## src/rtl/ddr3_app_arbiter_if.sv

```systemverilog
// Command-port bundle between the write/read address controllers, the arbiter
// and the MIG user command port. The master modport is the arbiter's view.
interface ddr3_app_arbiter_if;
  logic        wr_app_en;
  logic [25:0] ddr3_wr_addr;
  logic        wr_app_rdy;
  logic        rd_app_en;
  logic [25:0] ddr3_rd_addr;
  logic        rd_app_rdy;
  logic        app_en;
  logic [2:0]  app_cmd;
  logic [25:0] app_addr;
  logic        app_rdy;

  modport master (
    input  wr_app_en, ddr3_wr_addr, rd_app_en, ddr3_rd_addr, app_rdy,
    output wr_app_rdy, rd_app_rdy, app_en, app_cmd, app_addr
  );

  modport slave (
    output wr_app_en, ddr3_wr_addr, rd_app_en, ddr3_rd_addr, app_rdy,
    input  wr_app_rdy, rd_app_rdy, app_en, app_cmd, app_addr
  );
endinterface

```

## src/rtl/ddr3_app_arbiter.sv

```systemverilog
// Two-requester arbiter for the DDR3 MIG command port: quota/idle-based grant
// switching with one turnaround cycle. Define DDR3_ARB_STATS_EN for command counters.
module ddr3_app_arbiter #(
  parameter int QUOTA    = 16,
  parameter int IDLE_CYC = 4
) (
  input  logic                clk,
  input  logic                reset,
  ddr3_app_arbiter_if.master  bus,
  output logic                gnt_wr,
  output logic                gnt_rd,
  output logic [31:0]         wr_cmd_cnt,
  output logic [31:0]         rd_cmd_cnt
);

  localparam logic [7:0] QUOTA_C = 8'(QUOTA);
  localparam logic [7:0] IDLE_C  = 8'(IDLE_CYC);

  typedef enum logic [3:0] {
    IDLE   = 4'b0001,
    GNT_WR = 4'b0010,
    GNT_RD = 4'b0100,
    TURN   = 4'b1000
  } state_t;

  state_t     state_reg, state_next;
  logic       next_rd_reg, next_rd_next;
  logic       wr_pend_reg, wr_pend_next;
  logic       rd_pend_reg, rd_pend_next;
  logic [7:0] quota_cnt_reg, quota_cnt_next;
  logic [7:0] idle_cnt_reg, idle_cnt_next;
  logic [7:0] quota_inc, idle_inc;
  logic       accepted, grant_entry;

  assign gnt_wr         = (state_reg == GNT_WR);
  assign gnt_rd         = (state_reg == GNT_RD);
  assign bus.app_en     = (gnt_wr & bus.wr_app_en) | (gnt_rd & bus.rd_app_en);
  assign bus.app_cmd    = gnt_rd ? 3'b001 : 3'b000;
  assign bus.app_addr   = gnt_rd ? bus.ddr3_rd_addr : bus.ddr3_wr_addr;
  assign bus.wr_app_rdy = gnt_wr & bus.app_rdy;
  assign bus.rd_app_rdy = gnt_rd & bus.app_rdy;
  assign accepted       = bus.app_en & bus.app_rdy;

  // Switch decisions look at the post-update counters so the grant ends on the
  // same edge the quota or idle limit is reached.
  assign quota_inc = (quota_cnt_reg == QUOTA_C) ? quota_cnt_reg : quota_cnt_reg + {7'd0, accepted};
  assign idle_inc  = bus.app_en ? 8'd0 :
                     ((idle_cnt_reg == IDLE_C) ? idle_cnt_reg : idle_cnt_reg + 8'd1);

  always_comb begin
    state_next   = state_reg;
    next_rd_next = next_rd_reg;
    case (state_reg)
      IDLE: begin
        if (bus.wr_app_en | wr_pend_reg)      state_next = GNT_WR;
        else if (bus.rd_app_en | rd_pend_reg) state_next = GNT_RD;
      end
      GNT_WR: begin
        if (rd_pend_reg && (quota_inc == QUOTA_C || idle_inc == IDLE_C)) begin
          state_next   = TURN;
          next_rd_next = 1'b1;
        end
      end
      GNT_RD: begin
        if (wr_pend_reg && (quota_inc == QUOTA_C || idle_inc == IDLE_C)) begin
          state_next   = TURN;
          next_rd_next = 1'b0;
        end
      end
      TURN:    state_next = next_rd_reg ? GNT_RD : GNT_WR;
      default: state_next = IDLE;
    endcase

    grant_entry = (state_next == GNT_WR || state_next == GNT_RD) && (state_next != state_reg);

    wr_pend_next = wr_pend_reg | (bus.wr_app_en & (state_reg != GNT_WR));
    if (state_next == GNT_WR && state_reg != GNT_WR) wr_pend_next = 1'b0;
    rd_pend_next = rd_pend_reg | (bus.rd_app_en & (state_reg != GNT_RD));
    if (state_next == GNT_RD && state_reg != GNT_RD) rd_pend_next = 1'b0;

    quota_cnt_next = grant_entry ? 8'd0 : quota_inc;
    idle_cnt_next  = grant_entry ? 8'd0 : idle_inc;
  end

  always_ff @(posedge clk) begin
    if (reset) begin
      state_reg     <= IDLE;
      next_rd_reg   <= 1'b0;
      wr_pend_reg   <= 1'b0;
      rd_pend_reg   <= 1'b0;
      quota_cnt_reg <= 8'd0;
      idle_cnt_reg  <= 8'd0;
    end else begin
      state_reg     <= state_next;
      next_rd_reg   <= next_rd_next;
      wr_pend_reg   <= wr_pend_next;
      rd_pend_reg   <= rd_pend_next;
      quota_cnt_reg <= quota_cnt_next;
      idle_cnt_reg  <= idle_cnt_next;
    end
  end

`ifdef DDR3_ARB_STATS_EN
  // Index 0 counts write acceptances, index 1 read acceptances.
  logic [1:0]  acc_vec;
  logic [31:0] cmd_cnt_reg [2];

  assign acc_vec = {bus.rd_app_en & bus.rd_app_rdy, bus.wr_app_en & bus.wr_app_rdy};

  for (genvar gi = 0; gi < 2; gi++) begin : g_stats
    always_ff @(posedge clk) begin
      if (reset)            cmd_cnt_reg[gi] <= 32'd0;
      else if (acc_vec[gi]) cmd_cnt_reg[gi] <= cmd_cnt_reg[gi] + 32'd1;
    end
  end

  assign wr_cmd_cnt = cmd_cnt_reg[0];
  assign rd_cmd_cnt = cmd_cnt_reg[1];
`else
  assign wr_cmd_cnt = 32'd0;
  assign rd_cmd_cnt = 32'd0;
`endif

endmodule

```

## src/flat_wrapper.sv

```systemverilog
// flat-port wrapper written by rule: the top's interface ports become plain ports
module ddr3_app_arbiter_flat 
#(
  parameter int QUOTA    = 16,
  parameter int IDLE_CYC = 4
)
  (clk, reset, gnt_wr, gnt_rd, wr_cmd_cnt, rd_cmd_cnt, bus_wr_app_en, bus_ddr3_wr_addr, bus_rd_app_en, bus_ddr3_rd_addr, bus_app_rdy, bus_wr_app_rdy, bus_rd_app_rdy, bus_app_en, bus_app_cmd, bus_app_addr);
  ddr3_app_arbiter_if bus_i ();
  input  logic clk;
  input  logic reset;
  output logic gnt_wr;
  output logic gnt_rd;
  output logic [31:0] wr_cmd_cnt;
  output logic [31:0] rd_cmd_cnt;
  input wire logic [$bits(bus_i.wr_app_en)-1:0] bus_wr_app_en;
  input wire logic [$bits(bus_i.ddr3_wr_addr)-1:0] bus_ddr3_wr_addr;
  input wire logic [$bits(bus_i.rd_app_en)-1:0] bus_rd_app_en;
  input wire logic [$bits(bus_i.ddr3_rd_addr)-1:0] bus_ddr3_rd_addr;
  input wire logic [$bits(bus_i.app_rdy)-1:0] bus_app_rdy;
  output wire logic [$bits(bus_i.wr_app_rdy)-1:0] bus_wr_app_rdy;
  output wire logic [$bits(bus_i.rd_app_rdy)-1:0] bus_rd_app_rdy;
  output wire logic [$bits(bus_i.app_en)-1:0] bus_app_en;
  output wire logic [$bits(bus_i.app_cmd)-1:0] bus_app_cmd;
  output wire logic [$bits(bus_i.app_addr)-1:0] bus_app_addr;
  assign bus_i.wr_app_en = bus_wr_app_en;
  assign bus_i.ddr3_wr_addr = bus_ddr3_wr_addr;
  assign bus_i.rd_app_en = bus_rd_app_en;
  assign bus_i.ddr3_rd_addr = bus_ddr3_rd_addr;
  assign bus_i.app_rdy = bus_app_rdy;
  assign bus_wr_app_rdy = bus_i.wr_app_rdy;
  assign bus_rd_app_rdy = bus_i.rd_app_rdy;
  assign bus_app_en = bus_i.app_en;
  assign bus_app_cmd = bus_i.app_cmd;
  assign bus_app_addr = bus_i.app_addr;
  ddr3_app_arbiter #(.QUOTA(QUOTA), .IDLE_CYC(IDLE_CYC)) u_core (.clk(clk), .reset(reset), .bus(bus_i), .gnt_wr(gnt_wr), .gnt_rd(gnt_rd), .wr_cmd_cnt(wr_cmd_cnt), .rd_cmd_cnt(rd_cmd_cnt));
endmodule
```

## config.mk

```make
export PLATFORM = sky130hd
export DESIGN_NAME = ddr3_app_arbiter_flat
export DESIGN_NICKNAME = d
export VERILOG_FILES = /design/src/rtl/ddr3_app_arbiter_if.sv /design/src/rtl/ddr3_app_arbiter.sv /design/src/flat_wrapper.sv
export SDC_FILE = /design/constraint.sdc
export NUM_CORES = 1
export LEC_CHECK = 0
export CORE_UTILIZATION = 35
export DETAILED_ROUTE_END_ITERATION = 10
export PLACE_DENSITY = 0.8
export SLEW_MARGIN = 20
export SYNTH_ARGS = -nofsm -noshare
export SYNTH_HDL_FRONTEND = slang
export SYNTH_SLANG_ARGS = --single-unit
```

## constraint.sdc

```tcl
create_clock -name clk -period 7.05 [get_ports clk]
set_clock_uncertainty 0.05 [all_clocks]
set_input_delay 1.0575 -clock clk [delete_from_list [all_inputs] [get_ports clk]]
set_output_delay 1.0575 -clock clk [all_outputs]
set_load 0.02 [all_outputs]
```

# After elaboration in Yosys (flattened, before gate mapping)
# Index checks and enable logic that the tools add are counted.
[totals] reg_bits=23 inputBits=57 out_inout_bits=98 wordCells=61
[classes] addsub=2 eq_ne=15 n_mux=14 bitwise_logic=12 reduce_logical=12
[op_table] op="$mux 26" n=1
[op_table] op="$mux 8" n=3
[op_table] op="$eq 8x3->1 const B" n=2
[op_table] op="$eq 8x5->1 const B" n=2
[op_table] op="$mux 4" n=4
[op_table] op="$pmux 4 s4" n=1
[op_table] op="$add 8x1->8" n=1
[op_table] op="$add 8x1->8 const B" n=1
[op_table] op="$eq 4x2->1 const B" n=2
[op_table] op="$eq 4x3->1 const B" n=2
[op_table] op="$and 1x1->1" n=7
[op_table] op="$reduce_or 2->1" n=3
[op_table] op="$logic_and 1x1->1" n=5
[op_table] op="$or 1x1->1" n=5
[op_table] op="$eq 4x1->1 const B" n=1
[op_table] op="$eq 4x4->1 const B" n=1
[op_table] op="$ne 2x2->1 const B" n=2
[op_table] op="$ne 4x2->1 const B" n=1
[op_table] op="$ne 4x3->1 const B" n=1
[op_table] op="$ne 4x4->1" n=1
[op_table] op="$mux 1" n=3
[op_table] op="$mux 3" n=1
[op_table] op="$reduce_and 3->1" n=1
[op_table] op="$logic_or 1x1->1" n=2
[op_table] op="other kinds (2)" n=2

# Longest topological paths before layout
[logic_depth] word_depth=15 depth_mapped=17 ltp_nobuf=14

# Least setup slack after synthesis
# Ideal clock, no wire load.
[synth_timing] kind="input port to flip-flop" start="in bus_rd_app_en" end="reg u_core.quota_cnt_reg[7]" setup_ns=0.074 arrival_time_ns=3.747 t_required_ns=6.926 setup_slack_ns=3.179 stages=15 n_path_buf=2 cell_sequence="a22oi_1 > nor3_2 > and2_1 > ha_1 > ha_1 > nand3_1 > nor2_1 > xnor2_1 > a31oi_1 > a2bb2oi_4 > a21o_1 > and3_1 > buf_6 > buf_12 > nor3_4"
[synth_via] elab_chain_cells=14 word_cells_on_any_way=23 classes_between="1 x add/sub; 5 x eq/ne; 7 x mux; 4 x bitwise; 6 x reduce/logical"
[synth_lines] element="from (decl)" line="flat_wrapper.sv:17" text="input wire logic [$bits(bus_i.rd_app_en)-1:0] bus_rd_app_en;"
[synth_lines] element="$and 1x1->1 (*)" line="ddr3_app_arbiter.sv:37" text="assign bus.app_en = (gnt_wr & bus.wr_app_en) | (gnt_rd & bus.rd_app_en);"
[synth_lines] element="$or 1x1->1 (*)" line="ddr3_app_arbiter.sv:37"
[synth_lines] element="net bus_app_en" line="flat_wrapper.sv:22" text="output wire logic [$bits(bus_i.app_en)-1:0] bus_app_en;"
[synth_lines] element="$and 1x1->1" line="ddr3_app_arbiter.sv:42" text="assign accepted = bus.app_en & bus.app_rdy;"
[synth_lines] element="$add 8x1->8" line="ddr3_app_arbiter.sv:46" text="assign quota_inc = (quota_cnt_reg == QUOTA_C) ? quota_cnt_reg : quota_cnt_reg + {7'd0, accepted};"
[synth_lines] element="$mux 8" line="ddr3_app_arbiter.sv:46"
[synth_lines] element="$eq 8x5->1" line="ddr3_app_arbiter.sv:59, ddr3_app_arbiter.sv:65"
[synth_lines] element="$logic_or 1x1->1" line="ddr3_app_arbiter.sv:59, ddr3_app_arbiter.sv:65"
[synth_lines] element="$logic_and 1x1->1 (on tied branches)" line="ddr3_app_arbiter.sv:65, ddr3_app_arbiter.sv:59"
[synth_lines] element="$mux 4 (on tied branches)" line="ddr3_app_arbiter.sv:65, ddr3_app_arbiter.sv:59"
[synth_lines] element="$pmux 4 s4" line="ddr3_app_arbiter.sv:53" text="case (state_reg)"
[synth_lines] element="$eq 4x2->1 or $eq 4x3->1 (tied branches)" line="ddr3_app_arbiter.sv:74" text="grant_entry = (state_next == GNT_WR || state_next == GNT_RD) && (state_next != state_reg);"
[synth_lines] element="$logic_or 1x1->1" line="ddr3_app_arbiter.sv:74"
[synth_lines] element="$logic_and 1x1->1" line="ddr3_app_arbiter.sv:74"
[synth_lines] element="$reduce_or 2->1 (no line)"
[synth_lines] element="to (signal assigned)" line="ddr3_app_arbiter.sv:98" text="quota_cnt_reg <= quota_cnt_next;"
[synth_lines] element="to (decl)" line="ddr3_app_arbiter.sv:30" text="logic [7:0] quota_cnt_reg, quota_cnt_next;"
# Mark *: on every way through the listed nets, which the timed path passes. The rest lies on a longest branch.
# A chain may end at the register's enable or synchronous reset.

# Worst setup path after layout
[layout_timing] start="in bus_wr_app_en" end="reg u_core.idle_cnt_reg[6]"
[layout_via] elab_chain_cells=14 word_cells_on_any_way=22 classes_between="1 x add/sub; 5 x eq/ne; 6 x mux; 4 x bitwise; 6 x reduce/logical"
[layout_lines] element="from (decl)" line="flat_wrapper.sv:15" text="input wire logic [$bits(bus_i.wr_app_en)-1:0] bus_wr_app_en;"
[layout_lines] element="$and 1x1->1" line="ddr3_app_arbiter.sv:37"
[layout_lines] element="$or 1x1->1" line="ddr3_app_arbiter.sv:37"
[layout_lines] element="$and 1x1->1" line="ddr3_app_arbiter.sv:42"
[layout_lines] element="$add 8x1->8" line="ddr3_app_arbiter.sv:46"
[layout_lines] element="$mux 8" line="ddr3_app_arbiter.sv:46"
[layout_lines] element="$eq 8x5->1" line="ddr3_app_arbiter.sv:59, ddr3_app_arbiter.sv:65"
[layout_lines] element="$logic_or 1x1->1" line="ddr3_app_arbiter.sv:59, ddr3_app_arbiter.sv:65"
[layout_lines] element="$logic_and 1x1->1 (on tied branches)" line="ddr3_app_arbiter.sv:65, ddr3_app_arbiter.sv:59"
[layout_lines] element="$mux 4 (on tied branches)" line="ddr3_app_arbiter.sv:65, ddr3_app_arbiter.sv:59"
[layout_lines] element="$pmux 4 s4" line="ddr3_app_arbiter.sv:53"
[layout_lines] element="$eq 4x2->1 or $eq 4x3->1 (tied branches)" line="ddr3_app_arbiter.sv:74"
[layout_lines] element="$logic_or 1x1->1" line="ddr3_app_arbiter.sv:74"
[layout_lines] element="$logic_and 1x1->1" line="ddr3_app_arbiter.sv:74"
[layout_lines] element="$reduce_or 2->1 (no line)"
[layout_lines] element="to (signal assigned)" line="ddr3_app_arbiter.sv:99" text="idle_cnt_reg <= idle_cnt_next;"
[layout_lines] element="to (decl)" line="ddr3_app_arbiter.sv:31" text="logic [7:0] idle_cnt_reg, idle_cnt_next;"
# Several ways; a longest one is shown, not always the timed one.

==> results.cfg <==
[outcome]
status = complete, no violations

[cts]
cts_htree_levels = 1
root_buffer = clkbuf_8
cts-resized-gates = 0
cts_num_sinks = 23
cts_tree = built
clk_pin_slew_ns = 0.08
postCtsHoldBufs = 0
clockBufferDepth = 2
insertion_delay_ns = 0.26
cts_buffers = 3
cts_setup_buffers = 0

[cells_and_area]
fill_cells = 562
nets = 402
antenna_cells = 0
syn2layout_area_growth_pct = 31.1
drive_above_1_share_pct = 14.1
multiInputGateArea_um2 = 1450
fin_util_pct = 48.9
regArea_um2 = 460

[floorplanning]
core.rowCount = 28
die_w_um = 82.4
io_pins = 155
core_um2 = 6060
start_util_pct = 37.3
dieArea_um2 = 6780
die_h_um = 82.4

[setup_path]
slowest_delay_ns = 0.75
cp-end-kind = register
start_kind = input port
crit_chain = clkdlybuf4s50_1, a22oi_1, nor3_2, and2_1, ha_1, ha_1, nand3_1, nor2_1, xnor2_1, a31oi_1, a2bb2oi_4, a21o_1, and3_1, nor3b_1
cp.arrival_ns = 4.74
path_class = in -> reg
slowest_stage = and3_1
crit_path_max_fanout = 16
cp.required_ns = 7.12
cp_common_cell = ha_1

[power]
vdd_ir_drop_max_mv = 0.0815
power_density_nw_per_um2 = 150
leakagePower_nw = 1.16

[timing]
worst_pin_slew_ns = 0.968
hold_violations = 0
rsz0062_at_grt = false
fmax_ghz = 0.214
finalWorstSetupSlack_ns = 2.38
maxSlewHeadroom_pct = 35.3
drv_slew = 0
finalSetupViolations = 0
finalCritPeriodShare_pct = 66.2
period_minus_slack_ns = 4.67
setup-tns-final_ns = 0

[detailed_routing]
vias = 1894
drt-met1-wl_um = 2010
antenna_left = 0
first_iter_violations = 57
dr_wl_met2_um = 2570
dr.pass1.iters = 4
top_layer = met4
wl_met3_um = 360
drcViolationCount = 0
via_per_inst = 4.56
wl_per_cell_um = 12.0
wl_um = 4980

[synthesis]
synth-main-ff-cell = dfxtp_1
synth_seq_cells = 23
syn_area_um2 = 2260
postSynthCellCount = 261
synth_cell_types = 48
synth-edff-count = 0
yosysSeqAreaShare_pct = 20.4
avgSynthCellArea_um2 = 8.66
synthArstFlopShare_pct = 0
ys_warn_count = 0

[grt]
antenna_found_initial = 0
grt_pass1_wl_um = 7600
grt_util_all_layers_pct = 14.1
grt_max_degree = 22
grt_pass1_vias = 1715
gr-total-overflow = 0

[placed_design]
pre_cts_slack_ns = 2.14
gp_congestion = 0.840
dp_hpwl_um = 3960
io_buffers = 88

[flow_run]
max_cap_viol_count = 0

[hold_path]
min_path_type = reg -> reg
[layer usage]
layer | GRT usage, % | vias to the layer above
li1 | - | 927
met1 | 17.5 | 860
met2 | 24.6 | 103
met3 | 1.87 | 4
met4 | 5.09 | 0
met5 | 0 | -
[metrics by stage]
stage	instance area [um^2]	power, W	cells	hold slack, ns
after floorplan	2500	0.000337	326	0.466
after global placement	2920	0.000361	411	0.537
after detailed placement	2920	0.000363	411	0.528
after CTS	2960	0.000446	415	0.544
after global routing	2960	0.000474	415	0.590
final	2960	0.000444	415	0.548
[power breakdown]
| group | leakage [nW] | internal, W | switching [W] | total [W] |
|---|---|---|---|---|
| clock network | 0.0255 | 0.0000394 | 0.0000417 | 0.0000811 |
| logic | 0.949 | 0.0000888 | 0.000118 | 0.000207 |
| registers | 0.187 | 0.000139 | 0.0000166 | 0.000155 |
[synth_stat cells (all sizes together) (3+ instances only)]
cell type / count / share of area [%]
buf: 71 / 24
mux2: 26 / 13
dfxtp: 23 / 20
nor3: 17 / 6.3
nand2: 10 / 1.7
xor2: 10 / 3.9
nor2: 9 / 1.5
clkbuf: 8 / 1.3
nor4: 8 / 2.8
o21ai: 8 / 1.8
a21oi: 6 / 1.3
inv: 6 / 1.0
nand3: 6 / 1.3
nor2b: 6 / 1.7
xnor2: 5 / 1.9
and2: 4 / 1.1
ha: 4 / 2.2
nand2b: 4 / 1.1
and3: 3 / 0.83
[cell families (layout without fill, tap and decap cells)]
logic type / count (synthesis) / after routing / synth area share [%]
buffers and inverters: 85 / 99 / 26.4
and+or+nand+nor: 79 / 79 / 23.1
other: 1 / 66 / 0.166
xor gates and xnor gates: 15 / 15 / 5.81
AOI/OAI and AO/OA: 27 / 27 / 8.53
DFF: 23 / 23 / 20.4
adders and majority gates: 4 / 4 / 2.21
muxes: 27 / 27 / 13.4
[cells in the final DEF, fill, tap and decap left out, types with 3 or more instances in the layout]
cell | synthesis | routed
and3_1 | 3 | 3
xor2_1 | 10 | 10
mux2_2 | 26 | 26
nand2_1 | 10 | 10
conb_1 | 1 | 66
o21ai_0 | 7 | 7
nand2b_1 | 4 | 4
nor4_1 | 6 | 6
nor2_1 | 9 | 9
xnor2_1 | 5 | 5
clkdlybuf4s50_1 | 0 | 88
dfxtp_1 | 23 | 23
nor3_1 | 8 | 7
a21oi_1 | 6 | 6
and2_1 | 4 | 4
inv_1 | 6 | 6
nor2b_1 | 6 | 6
nor3_2 | 7 | 8
clkbuf_8 | 0 | 3
nand3_1 | 6 | 6
ha_1 | 4 | 4
[path summary, 6_finish.rpt]
kind,startpoint,to,slack (ns),depth (start not counted)
worst max-delay path,bus_wr_app_en,u_core.idle_cnt_reg[6]$_SDFF_PP0_,2.38,14
worst min-delay path,u_core.rd_pend_reg$_SDFF_PP0_,u_core.rd_pend_reg$_SDFF_PP0_,0.55,2
worst max register to register,u_core.state_reg[2]$_SDFF_PP0_,u_core.idle_cnt_reg[6]$_SDFF_PP0_,2.93,14
worst min register to register,u_core.rd_pend_reg$_SDFF_PP0_,u_core.rd_pend_reg$_SDFF_PP0_,0.55,2
[critical path, delay by kind of cell]
kind | cells | cell delay, ns
adders and majority gates | 2 | 0.42
buffers and inverters | 1 | 0.53
AOI/OAI and AO/OA | 4 | 0.72
and+or+nand+nor | 6 | 1.88
xor gates and xnor gates | 1 | 0.11
[final cells by class]
type	instances	share of cell area (%)
multi-input combinational	218	49.0
timing repair buffer	89	30.0
sequential	23	15.5
tap	75	3.17
clock buffer	3	1.39
inverter	6	0.760
clock inverter	1	0.169
(Power assumes the default switching activity.)
